--- src/rtl/sha_digest_uart_tx.sv ---
// ---------------------------------------------------------------------------
// sha_digest_uart_tx
//
// Takes a 256-bit SHA-256 digest and streams it out of an 8N1 UART as
// 64 lowercase ASCII hex characters, most significant nibble first,
// optionally followed by CR LF. A digest is accepted in one cycle and
// latched, so the source may change i_digest freely once it has been taken.
//
// Parameters
//   CLKS_PER_BIT  clock cycles per UART bit (2..65535)
//   SEND_CRLF     1 appends 0x0D 0x0A after the hex digits, 0 omits them
//
// Ports
//   clk             single clock, rising-edge active
//   rst             synchronous active-high reset
//   i_digest_valid  a digest is offered
//   i_digest        digest, bit 255 is the MSB of the first byte
//   o_digest_ready  block will take a digest this cycle (IDLE only)
//   o_uart_tx       registered serial line, idle high
//   o_busy          a frame is being transmitted
//   o_done          one-cycle pulse right after the last stop bit
// ---------------------------------------------------------------------------
module sha_digest_uart_tx #(
  parameter int unsigned CLKS_PER_BIT = 434,
  parameter int unsigned SEND_CRLF    = 1
) (
  input  logic         clk,
  input  logic         rst,
  input  logic         i_digest_valid,
  input  logic [255:0] i_digest,
  output logic         o_digest_ready,
  output logic         o_uart_tx,
  output logic         o_busy,
  output logic         o_done
);

  localparam int unsigned NUM_CHARS = (SEND_CRLF != 0) ? 66 : 64;
  localparam logic [15:0] BAUD_LAST = 16'(CLKS_PER_BIT - 1);
  localparam logic [6:0]  CHAR_LAST = 7'(NUM_CHARS - 1);
  localparam logic [6:0]  CR_INDEX  = 7'd64;
  localparam logic [6:0]  LF_INDEX  = 7'd65;

  typedef enum logic [1:0] {
    IDLE,
    START,
    DATA,
    STOP
  } state_t;

  state_t        state;
  state_t        state_next;

  logic [255:0]  digest_reg;
  logic [15:0]   baud_cnt;
  logic [2:0]    bit_idx;
  logic [6:0]    char_idx;
  logic          tx_reg;
  logic          done_reg;

  logic          accept;
  logic          bit_end;
  logic          last_char;
  logic [3:0]    nibble;
  logic [7:0]    cur_char;

  // Ready is gated by rst directly so that a digest offered while reset is
  // asserted is never taken, and so ready rises as soon as rst drops.
  assign o_digest_ready = (state == IDLE) && !rst;
  assign accept         = i_digest_valid && o_digest_ready;
  assign bit_end        = (baud_cnt == BAUD_LAST);
  assign last_char      = (char_idx == CHAR_LAST);

  assign o_busy    = (state != IDLE);
  assign o_uart_tx = tx_reg;
  assign o_done    = done_reg;

  // The digest register shifts left one nibble per finished character, so
  // the character being sent always comes from the top four bits. The two
  // trailing indices (64, 65) are the CR LF terminator when enabled.
  always_comb begin
    nibble   = digest_reg[255:252];
    cur_char = (nibble < 4'd10) ? (8'h30 + {4'h0, nibble})
                                : (8'h57 + {4'h0, nibble});
    if (char_idx == CR_INDEX) begin
      cur_char = 8'h0D;
    end else if (char_idx == LF_INDEX) begin
      cur_char = 8'h0A;
    end
  end

  // State register of the transmit FSM.
  always_ff @(posedge clk) begin
    if (rst) begin
      state <= IDLE;
    end else begin
      state <= state_next;
    end
  end

  // Next-state logic. Every bit period ends when the baud counter reaches
  // its last count; the FSM only moves on those boundaries.
  always_comb begin
    state_next = state;
    case (state)
      IDLE: begin
        if (accept) begin
          state_next = START;
        end
      end
      START: begin
        if (bit_end) begin
          state_next = DATA;
        end
      end
      DATA: begin
        if (bit_end && (bit_idx == 3'd7)) begin
          state_next = STOP;
        end
      end
      STOP: begin
        if (bit_end) begin
          state_next = last_char ? IDLE : START;
        end
      end
      default: state_next = IDLE;
    endcase
  end

  // Counters, serial line and done pulse. The line is registered, so the
  // value for each new bit is loaded on the same edge the FSM enters that
  // bit; this makes the start bit appear the cycle after acceptance and
  // leaves no gap between a stop bit and the next start bit.
  always_ff @(posedge clk) begin
    if (rst) begin
      baud_cnt <= '0;
      bit_idx  <= '0;
      char_idx <= '0;
      tx_reg   <= 1'b1;
      done_reg <= 1'b0;
    end else begin
      done_reg <= 1'b0;
      case (state)
        IDLE: begin
          baud_cnt <= '0;
          bit_idx  <= '0;
          char_idx <= '0;
          tx_reg   <= accept ? 1'b0 : 1'b1;
        end
        START: begin
          if (bit_end) begin
            baud_cnt <= '0;
            bit_idx  <= '0;
            tx_reg   <= cur_char[0];
          end else begin
            baud_cnt <= baud_cnt + 16'd1;
          end
        end
        DATA: begin
          if (bit_end) begin
            baud_cnt <= '0;
            if (bit_idx == 3'd7) begin
              tx_reg <= 1'b1;
            end else begin
              bit_idx <= bit_idx + 3'd1;
              tx_reg  <= cur_char[bit_idx + 3'd1];
            end
          end else begin
            baud_cnt <= baud_cnt + 16'd1;
          end
        end
        STOP: begin
          if (bit_end) begin
            baud_cnt <= '0;
            if (last_char) begin
              char_idx <= '0;
              tx_reg   <= 1'b1;
              done_reg <= 1'b1;
            end else begin
              char_idx <= char_idx + 7'd1;
              tx_reg   <= 1'b0;
            end
          end else begin
            baud_cnt <= baud_cnt + 16'd1;
          end
        end
        default: begin
          baud_cnt <= '0;
          tx_reg   <= 1'b1;
        end
      endcase
    end
  end

  // Digest holding register. It has no reset: its contents only matter
  // after an acceptance, which always reloads it.
  always_ff @(posedge clk) begin
    if (accept) begin
      digest_reg <= i_digest;
    end else if ((state == STOP) && bit_end && !last_char) begin
      digest_reg <= digest_reg << 4;
    end
  end

endmodule

--- config.mk ---
export PLATFORM = sky130hd
export DESIGN_NAME = sha_digest_uart_tx
export DESIGN_NICKNAME = d
export VERILOG_FILES = /design/src/rtl/sha_digest_uart_tx.sv
export SDC_FILE = /design/constraint.sdc
export NUM_CORES = 1
export LEC_CHECK = 0
export BUFFER_PORTS_ARGS = -buffer_cell sky130_fd_sc_hd__buf_2
export CORE_ASPECT_RATIO = 1.5
export CORE_UTILIZATION = 25
export CTS_BUF_LIST = sky130_fd_sc_hd__clkbuf_4
export CTS_CLUSTER_SIZE = 10
export DETAILED_ROUTE_END_ITERATION = 7
export GPL_TIMING_DRIVEN = 0
export HOLD_SLACK_MARGIN = 0.1
export PLACE_DENSITY_LB_ADDON = 0.2
export SLEW_MARGIN = 20
export SYNTH_ARGS = -nofsm -noshare
export SYNTH_HDL_FRONTEND = slang
export SYNTH_SLANG_ARGS = --single-unit
--- constraint.sdc ---
create_clock -name clk -period 8.9 [get_ports clk]
set_clock_uncertainty 0.2 [all_clocks]
set_input_delay 1.78 -clock clk [delete_from_list [all_inputs] [get_ports clk]]
set_output_delay 1.78 -clock clk [all_outputs]
set_load 0.005 [all_outputs]
## Word-level counts from Yosys, hierarchy flattened

Cells that the tools add are included.

- Register bits: 286

- Add/subtract/negate cells: 5
- Order comparisons: 2
- Equal/unequal tests: 13
- Mux-type cells: 29
- Bitwise operators: 2
- Reduce and logical (&&, ||, !) cells: 18

Operator list:

| cell | number |
|---|---|
| 256-bit 2-to-1 mux | 2 |
| 16-bit one-hot mux with 2 select lines | 1 |
| 8-bit 2-to-1 mux | 3 |
| 16-bit by 1-bit adder with 16-bit output, second input constant | 1 |
| 16-bit by 9-bit == test with 1-bit output, second input constant | 1 |
| 16-bit 2-to-1 mux | 1 |
| 7-bit == test, second input constant | 2 |
| 7-bit 2-to-1 mux | 2 |
| 7-bit one-hot mux with 2 select lines | 1 |
| 2-bit inequality test, second input constant | 6 |
| 3-bit 2-to-1 mux | 3 |
| 3-bit one-hot mux with 3 select lines | 1 |
| 7-bit by 4-bit adder with 8-bit output, first input constant | 1 |
| 1-bit 2-to-1 mux | 8 |
| 2-bit 2-to-1 mux | 4 |
| 2-bit one-hot mux with 4 select lines | 1 |
| 4-bit AND reduction | 2 |
| 6-bit by 4-bit adder with 7-bit output, first input constant | 1 |
| 7-bit by 1-bit adder with 7-bit output, second input constant | 1 |
| 2-bit nonzero test | 3 |
| 3-bit OR reduction | 2 |
| 1-bit logical AND | 5 |
| 2-bit == test, second input constant | 2 |
| 3-bit by 4-bit less-than comparator with 1-bit output, second input constant | 1 |
| other kinds (12) | 14 |

## Longest topological paths before layout

Gate-level depths: netlist of run 1.

- Depth in word-level cells: 9
- Depth in mapped cells: 9
- Depth with buffers taken out: 7

## Least setup slack after synthesis of run 1

No wires, ideal clock.

- Kind: input to register
- From: input rst
- To: register digest_reg[0], enable pin
- Arrival time: 8.131 ns
- Data required time: 8.072 ns
- Setup slack: -0.059 ns
- Stages: 6
- Path buffers: 3
- Cell sequence: buf_2 -> nor2b_1 -> nand2_1 -> buf_2 -> buf_2 -> nand2_1

- Longest elaborated chain between the ends: 4

Ends and longest elaborated chain:

| what | RTL line | source |
|---|---|---|
| start: declaration | 28 | `input logic rst,` |
| 1-bit logical NOT | 68 | `assign o_digest_ready = (state == IDLE) && !rst;` |
| 1-bit logical AND | 68 |  |
| net o_digest_ready | 31 | `output logic o_digest_ready,` |
| 1-bit logical AND | 69 | `assign accept = i_digest_valid && o_digest_ready;` |
| 2-bit nonzero test (no source line) | - |  |
| end signal: assignment | 198 | `digest_reg <= i_digest;` |
| end signal: assignment | 200 | `digest_reg <= digest_reg << 4;` |
| end: declaration | 53 | `logic [255:0] digest_reg;` |

The timed path passes the listed nets, and every way through them passes these cells.
A chain may end at the register's enable or synchronous reset.

## Final worst setup path of run 1

- From: input rst
- To: output o_digest_ready

- Longest elaborated chain between the ends: 2

Ends and longest elaborated chain:

| what | RTL line |
|---|---|
| 1-bit logical NOT | 68 |
| 1-bit logical AND | 68 |
| end: declaration | 31 |

No other way between the ends.

==> flow_summary.ini, run 1 <==
[yosys]
synth_ff_type = edfxtp_1
netlist_area_mm2 = 0.0125
synth_top_cell_by_area = edfxtp_1
synth_top_cells_by_area = edfxtp_1 (62%), mux2_2 (23%), dfxtp_1 (4.8%)
avgSynthCellArea_um2 = 16.6
synth_top_area_share_pct = 61.5
synthCells = 754
synth_edf_count = 256
async_flop_share_pct = 0
synth_seq_area_share_pct = 66.3
ys_types = 46
syn_nets = 1025
yosysWarningCount = 0
ys_ff_latch = 286

[route]
ant_nets = 0
via_per_inst = 4.15
num_vias = 7615
routedWlPerCell_um = 16.0
wirelength_um = 29300
dr.pass1.iters = 5
drc = 0
drt_iter0_drc = 284

[timing]
fin_ws_ns = 4.26
setup_viol_count_final = 0
worst_pin_slew_ns = 0.708
finalHoldViolCount = 0
fin_crit_sh_pct = 52.1
rsz0062_at_grt = no
timing.slew.headroom_pct = 52.8
fin_setup_tns_ns = 0
slew_viol_final = 0
min_period_ns = 4.64
fmax_mhz = 216
whs_ns = 0.269

[place]
gp_routability_congestion = 0.745
dp_slack_ns = 3.94
place.port_buffers = 261
place_hpwl_um = 20600
place_area_mm2 = 0.0147
dpl.cell_count = 1681

[die]
coreArea_mm2 = 0.0494
die_x_um = 185
die-area_mm2 = 0.0509
die_height_um = 276
io_pins = 263
std_cell_rows = 100
initial_core_util_pct = 25.3

[power]
pwr-share-clk_pct = 34.6
power_density_mw_per_mm2 = 238
pwr-share-comb_pct = 17.6
p_seq_share_pct = 47.8
peakVddDrop_mv = 0.109
power.internal_mw = 2.79
power_switching_share_pct = 25.9
p_leak_nw = 5.90
fin_total_pwr_mw = 3.77
power_switching_mw = 0.975

[cells_and_area]
largest_register_ff_count = 256
layout.cells.non_filler = 1833
finalNetCount = 1373
finalInstanceArea_mm2 = 0.0158
utilization_pct = 32.1
drive_gt1_share_pct = 59.3
fillers = 5041
syn_to_final_growth_pct = 26.8

[setup_path]
worstSetupStartpointType = input port
endpoint_kind = output port
crit_path_start = rst
arrival_ns = 2.66
worstPathRequired_ns = 6.92
criticalPathCategory = input port to output port
path_max_fanout = 10
rr_startpoint = state[0]$_SDFFE_PP0P_

[global_routing]
first_global_vias = 8197
antenna_found_initial = 7
grt_first_pass_wirelength_um = 43700
grt_start_max_net_pins = 77
grt.overflow.total = 0
grt_usage_pct = 11.5

[clocking]
h-tree-depth = 3
post_cts_resized = 0
cts_buffers = 82
post-cts-setup-buffers = 0
clock_path_buffers = 3
hold_buffers = 0
tritoncts = done
cts_root_buf = clkbuf_4
clock-sinks = 286
clkTransAtPathRegs_ns = 0.06
clk_latency_ns = 0.78

[flow_run]
drv_cap = 0

[status]
status = complete, no violations

[worst_hold_path]
min_from = baud_cnt[0]$_SDFF_PP0_
hold_path_class = flop to flop
routing by layer:
layer  share of wire (%)  track usage, %  routed length [um]  vias up
li1                    -               -                   -     3667
met4                 3.4            7.08                 989       10
met2                  53            20.7               15600      246
met3                 7.4            4.17                2180       71
met1                  36            11.3               10400     3621
met5                0.23               0                  66        -
worst max-delay path, stage by stage:
cell     delay (ns)
buf_2          0.17
nor2b_1        0.48
buf_2          0.22
final timing paths:
path,endpoint,slack [ns],cells after the start
hold / removal,baud_cnt[0]$_SDFF_PP0_,0.27,1
hold reg to reg,baud_cnt[0]$_SDFF_PP0_,0.27,1
setup reg to reg,digest_reg[200]$_DFFE_PP_,5.20,9
setup / recovery,o_digest_ready,4.26,3
Yosys cell counts (2+ instances only):
cell	n
a31oi_1	2
buf_2	27
nor2_1	22
or3_1	10
edfxtp_1	256
nand3_1	12
mux2i_1	2
mux2_2	252
ha_1	12
xor2_1	4
nand2_1	14
nand3b_1	2
nand4_1	4
nor3_1	3
o21ai_0	11
clkbuf_1	5
buf_6	3
inv_1	14
o211ai_1	5
a21oi_1	14
a32o_1	2
o2111ai_1	2
a21o_1	3
xnor2_1	9
dfxtp_1	30
and4_1	3
and3_1	9
nor2b_1	4
cell type report:
type                            instances  area, um2  share of cell area, %
Multi-Input combinational cell        419       3980                   25.1
Inverter                               14       52.6                  0.332
Clock buffer                          124        931                   5.87
Tap cell                              663        830                   5.24
Timing Repair Buffer                  264       1390                   8.76
Buffer                                 35        188                   1.18
Antenna cell                            1       2.50                 0.0158
Clock inverter                         27        183                   1.15
Sequential cell                       286       8290                   52.3
power groups by stage:
stage,sequential [mW],clock [mW],combinational (mW)
floorplan,1.83,0,0.478
global placement,1.87,0,0.652
detailed placement,1.83,0,0.679
CTS,1.80,1.38,0.682
global route,1.82,1.44,0.732
finish,1.80,1.30,0.662
cell usage in the layout (no fill, tap or decap), types with 12 or more instances in the layout:
cell,netlist,final
a21oi_1,14,14
buf_2,27,288
clkbuf_4,0,124
clkinv_1,0,14
dfxtp_1,30,30
edfxtp_1,256,256
ha_1,12,12
inv_1,14,14
mux2_2,252,252
nand2_1,14,13
nand3_1,12,12
nor2_1,22,22
logic make-up (layout without fill, tap and decap cells):
| logic type | count (synthesis) | in the layout | synth area share [%] |
|---|---|---|---|
| flops | 286 | 286 | 66.3 |
| buf+inv | 49 | 464 | 1.92 |
| other cells | 0 | 1 | 0 |
| xor+xnor | 13 | 13 | 0.911 |
| simple gates | 90 | 90 | 4.05 |
| compound gates | 50 | 50 | 2.71 |
| fa+ha+maj | 12 | 12 | 1.20 |
| mux | 254 | 254 | 22.9 |
No activity file was read; power rests on OpenSTA's default activity.
==> run 2, diff against run 1 <==
--- a/config.mk
+++ b/config.mk
@@ -5,6 +5,7 @@
 export SDC_FILE = /design/constraint.sdc
 export NUM_CORES = 1
 export LEC_CHECK = 0
+export ABC_AREA = 1
 export BUFFER_PORTS_ARGS = -buffer_cell sky130_fd_sc_hd__buf_2
 export CORE_ASPECT_RATIO = 1.5
 export CORE_UTILIZATION = 25
==> constraint.sdc (replaced) <==
create_clock -name clk -period 4.2 [get_ports clk]
set_clock_uncertainty 0.2 [all_clocks]
set_input_delay 0.84 -clock clk [delete_from_list [all_inputs] [get_ports clk]]
set_output_delay 0.84 -clock clk [all_outputs]
set_load 0.005 [all_outputs]
==> flow_summary.ini, run 2 <==
[status]
status = complete, no violations

[power]
power_density_mw_per_mm2 = 441
p_leak_nw = 8.45
peakVddDrop_mv = 0.225
fin_total_pwr_mw = 8.34

[timing]
rsz0062_at_grt = no
finalHoldViolCount = 0
whs_ns = 0.240
fmax_mhz = 256
timing.slew.headroom_pct = 60.7
fin_setup_tns_ns = 0
worst_pin_slew_ns = 0.587
min_period_ns = 3.90
fin_crit_sh_pct = 92.9
setup_viol_count_final = 0
slew_viol_final = 0

[yosys]
synth_top_cell_by_area = edfxtp_1
ys_types = 30
yosysWarningCount = 0
synth_top_cells_by_area = edfxtp_1 (61%), nand2_1 (24%), dfxtp_1 (4.7%)
yosysMostFrequentCell = nand2_1
synth_top_area_share_pct = 60.5
async_flop_share_pct = 0
synth_edf_count = 256
avgSynthCellArea_um2 = 9.38
syn_nets = 1625
synth_common_cells = nand2_1 (823), edfxtp_1 (256), inv_1 (40), nor2_1 (34), dfxtp_1 (30)
synthCells = 1354
netlist_area_mm2 = 0.0127
synth_seq_area_share_pct = 65.2
ys_ff_latch = 286
synth_ff_type = edfxtp_1

[cells_and_area]
fillers = 4997
finalNetCount = 2239
drive_gt1_share_pct = 22.8
finalInstanceArea_mm2 = 0.0189
largest_register_ff_count = 256
syn_to_final_growth_pct = 48.7
final_cell_mix = nand2_1 (823), buf_2 (277), edfxtp_1 (256), dlygate4sd3_1 (256), clkbuf_4 (113)
final_common_cell = nand2_1

[setup_path]
worstPathCellList = inv_1, ha_1, inv_2, nor2_1, nand2_1, buf_2, buf_2, o21ai_4, buf_16, buf_16, buf_16, buf_16, buf_16, buf_16
critPathMostFrequentCell = buf_16
crit_buf_inv = 10
path_max_fanout = 23
worstSetupStartpointType = flop
max_stage_delay_ns = 0.39
worstPathRequired_ns = 4.53
cpMaxStageDelayCell = dfxtp_1
critPathTopFamily = buffers and inverters
crit_path_start = state[0]$_SDFFE_PP0P_
endpoint_kind = flop
criticalPathCategory = flop to flop
arrival_ns = 4.23
rr_startpoint = state[0]$_SDFFE_PP0P_

[route]
via_per_inst = 4.08
routedWlPerCell_um = 13.5
dr.pass1.iters = 4
num_vias = 11000
drt_iter0_drc = 454
wirelength_um = 36500
ant_nets = 0
drc = 0

[die]
std_cell_rows = 100
die-area_mm2 = 0.0517
initial_core_util_pct = 25.4
die_x_um = 186
io_pins = 263
coreArea_mm2 = 0.0499
die_height_um = 278

[place]
place.port_buffers = 261
gp_routability_congestion = 0.797
place_area_mm2 = 0.0152
place_hpwl_um = 24600

[clocking]
tritoncts = done
clock_path_buffers = 3
clk_latency_ns = 0.79
cts_root_buf = clkbuf_4
clock-sinks = 286
h-tree-depth = 3
clkTransAtPathRegs_ns = 0.06
cts_buffers = 81

[global_routing]
grt_start_max_net_pins = 24
grt.overflow.total = 0
grt_first_pass_wirelength_um = 56700
antenna_found_initial = 8
grt_usage_pct = 14.2
first_global_vias = 11500

[worst_hold_path]
min_from = i_digest[253]
hold_path_class = input port to flop

[flow_run]
drv_cap = 0
run 2: layer usage:
metal / up-vias / global-route usage [%] / share of wire (%)
met5: - / 0 / 0.093
met4: 6 / 6.07 / 2.6
met3: 79 / 4.10 / 6.0
met2: 318 / 25.1 / 50
met1: 4971 / 15.7 / 41
li1: 5656 / - / -
run 2: what timing repair did:
| action | in CTS | in global routing |
|---|---|---|
| resized for setup | 0 | 0 |
| hold buffers | 256 | 0 |
| endpoints found under the setup margin | 0 | 0 |
| endpoints found under the hold margin | 262 | 0 |
| buffers inserted | 0 | 0 |
run 2: cell families (layout without fill, tap and decap cells):
family,count (synthesis),after routing,synth area share (%)
xor gates and xnor gates,5,5,0.345
and+or+nand+nor,903,903,27.6
AOI/OAI and AO/OA,44,44,1.80
DFF,286,286,65.2
other,0,7,0
adders and majority gates,12,12,1.18
buffers and inverters,104,781,3.85
run 2: tightest hold or removal path, cell delays in order:
cell and delay, ns:
buf_2 0.08, nand2_1 0.04, nand2_1 0.11
run 2: path summary, 6_finish.rpt:
| path | end | slack [ns] | cells past startpoint |
|---|---|---|---|
| hold reg to reg | baud_cnt[0]$_SDFF_PP0_ | 0.25 | 1 |
| setup reg to reg | digest_reg[109]$_DFFE_PP_ | 0.30 | 14 |
| setup / recovery | digest_reg[109]$_DFFE_PP_ | 0.30 | 14 |
| hold / removal | digest_reg[253]$_DFFE_PP_ | 0.24 | 3 |
run 2: layout make-up:
| cell class | count | area (um2) | share of cell area (%) |
|---|---|---|---|
| Buffer | 58 | 317 | 1.68 |
| Multi-Input combinational cell | 964 | 3940 | 20.8 |
| Antenna cell | 7 | 17.5 | 0.0927 |
| Tap cell | 663 | 830 | 4.39 |
| Sequential cell | 286 | 8290 | 43.9 |
| Inverter | 46 | 173 | 0.914 |
| Clock buffer | 113 | 848 | 4.49 |
| Clock inverter | 33 | 229 | 1.21 |
| Timing Repair Buffer | 531 | 4250 | 22.5 |
run 2: per-stage QoR:
step	setup slack [ns]	util, %	cells
2_1_floorplan	-1.55	-	1354
3_3_place_gp	-3.91	29.7	2278
3_5_place_dp	-0.0207	30.5	2292
4_1_cts	0.143	37.8	2694
5_1_grt	0.0337	37.8	2699
6_report	0.300	37.8	2701
run 2: report_power, final:
| group | leakage (nW) | internal, mW | switching, mW |
|---|---|---|---|
| Combinational | 5.19 | 0.750 | 1.03 |
| Sequential | 2.63 | 3.71 | 0.130 |
| Clock | 0.627 | 1.44 | 1.28 |
==> run 3, diff against run 2 <==
--- a/config.mk
+++ b/config.mk
@@ -15,6 +15,7 @@
 export GPL_TIMING_DRIVEN = 0
 export HOLD_SLACK_MARGIN = 0.1
 export PLACE_DENSITY_LB_ADDON = 0.2
+export SETUP_SLACK_MARGIN = 0.4
 export SLEW_MARGIN = 20
 export SYNTH_ARGS = -nofsm -noshare
 export SYNTH_HDL_FRONTEND = slang
==> flow_summary.ini, run 3 (synthesis gave the netlist of run 2 again) <==
[status]
status = complete, no violations

[timing]
slew_viol_final = 0
fmax_mhz = 283
fin_crit_sh_pct = 84.0
rsz0062_at_grt = no
worst_pin_slew_ns = 0.574
whs_ns = 0.231
fin_ws_ns = 0.671
setup_viol_count_final = 0
timing.slew.headroom_pct = 61.7
finalHoldViolCount = 0
min_period_ns = 3.53

[route]
wirelength_um = 36600
dr.pass1.iters = 4
num_vias = 11100
ant_nets = 0
drt_iter0_drc = 449
via_per_inst = 4.10
routedWlPerCell_um = 13.5
drc = 0

[setup_path]
worstPathRequired_ns = 4.53
endpoint_kind = flop
worstSetupStartpointType = flop
arrival_ns = 3.86
criticalPathCategory = flop to flop
path_max_fanout = 23

[cells_and_area]
syn_to_final_growth_pct = 48.8
drive_gt1_share_pct = 22.9
final_common_cell = nand2_1
final_cell_mix = nand2_1 (822), buf_2 (277), edfxtp_1 (256), dlygate4sd3_1 (256), clkbuf_4 (113)
finalInstanceArea_mm2 = 0.0189
layout.cells.non_filler = 2702
finalNetCount = 2240
largest_register_ff_count = 256

[die]
std_cell_rows = 100
initial_core_util_pct = 25.4
die_x_um = 186
io_pins = 263
coreArea_mm2 = 0.0499
die-area_mm2 = 0.0517
die_height_um = 278

[clocking]
clock-sinks = 286
clkTransAtPathRegs_ns = 0.06
h-tree-depth = 3
clock_path_buffers = 3
cts_root_buf = clkbuf_4
tritoncts = done
cts_buffers = 81
clk_latency_ns = 0.79

[worst_hold_path]
hold_path_class = input port to flop

[place]
place.port_buffers = 261
dp_slack_ns = -0.0207
gp_routability_congestion = 0.797
dpl.cell_count = 2292
place_area_mm2 = 0.0152
place_hpwl_um = 24600

[global_routing]
grt.overflow.total = 0
grt_start_max_net_pins = 24
grt_first_pass_wirelength_um = 56700
first_global_vias = 11500
antenna_found_initial = 8
grt_usage_pct = 14.2

[power]
peakVddDrop_mv = 0.224
p_leak_nw = 8.46
power_density_mw_per_mm2 = 441

[flow_run]
drv_cap = 0
## run 3: cell count changes in the layout (fill, tap and decap cells not counted)
cell	before	now
buf_4	21	22
nand2_1	823	822
nand2_2	1	2
## run 3: repair_timing
| item | 4_1_cts | 5_1_grt |
|---|---|---|
| endpoints found under the hold margin | 262 | 0 |
| gates resized for setup | 1 | 0 |
| buffers inserted | 1 | 0 |
| setup endpoints to repair | 71 | 0 |
| hold buffers | 256 | 0 |
## run 3: cell type report
class,count,area (um2)
Antenna cell,7,17.5
Buffer,58,317
Clock buffer,113,848
Clock inverter,33,229
Fill cell,4997,31000
Inverter,46,173
Multi-Input combinational cell,964,3940
Sequential cell,286,8290
Tap cell,663,830
Timing Repair Buffer,532,4260
## run 3: layer usage
metal,vias up,wire (um),track usage (%)
li1,5660,-,-
met1,5012,15000,15.7
met2,310,18500,25.1
met3,80,2140,4.10
met4,6,940,6.07
met5,-,34,0
## run 3: worst paths after layout
kind / startpoint / end / slack, ns / depth (start not counted)
worst max register to register: state[0]$_SDFFE_PP0P_ / digest_reg[102]$_DFFE_PP_ / 0.67 / 14
worst min register to register: baud_cnt[0]$_SDFF_PP0_ / baud_cnt[0]$_SDFF_PP0_ / 0.25 / 1
worst max-delay path: state[0]$_SDFFE_PP0P_ / digest_reg[102]$_DFFE_PP_ / 0.67 / 14
worst min-delay path: i_digest[253] / digest_reg[253]$_DFFE_PP_ / 0.23 / 3
## run 3: power breakdown
group          internal [mW]  leakage, nW  switching, mW
sequential              3.71         2.63          0.129
combinational          0.752         5.20           1.03
clock                   1.44        0.627           1.28
total                   5.90         8.46           2.44
## run 3: worst max-delay path, cell delays in order (launching register included)
cell and delay [ns]:
dfxtp_1 0.39, inv_1 0.11, ha_1 0.28, inv_2 0.14, nor2_1 0.08, nand2_2 0.24
buf_2 0.29, buf_2 0.35, o21ai_4 0.12, buf_16 0.18, buf_16 0.16, buf_16 0.17
buf_16 0.17, buf_16 0.16, buf_16 0.17
## run 3: stage by stage
step / TNS (ns) / util (%) / power (mW)
2_1_floorplan: -396.27 / - / 4.89
5_1_grt: 0 / 37.9 / 8.91
3_5_place_dp: -0.440 / 30.5 / 5.52
3_3_place_gp: -989.38 / 29.7 / 5.44
4_1_cts: 0 / 37.8 / 8.54
6_report: 0 / 37.9 / 8.34
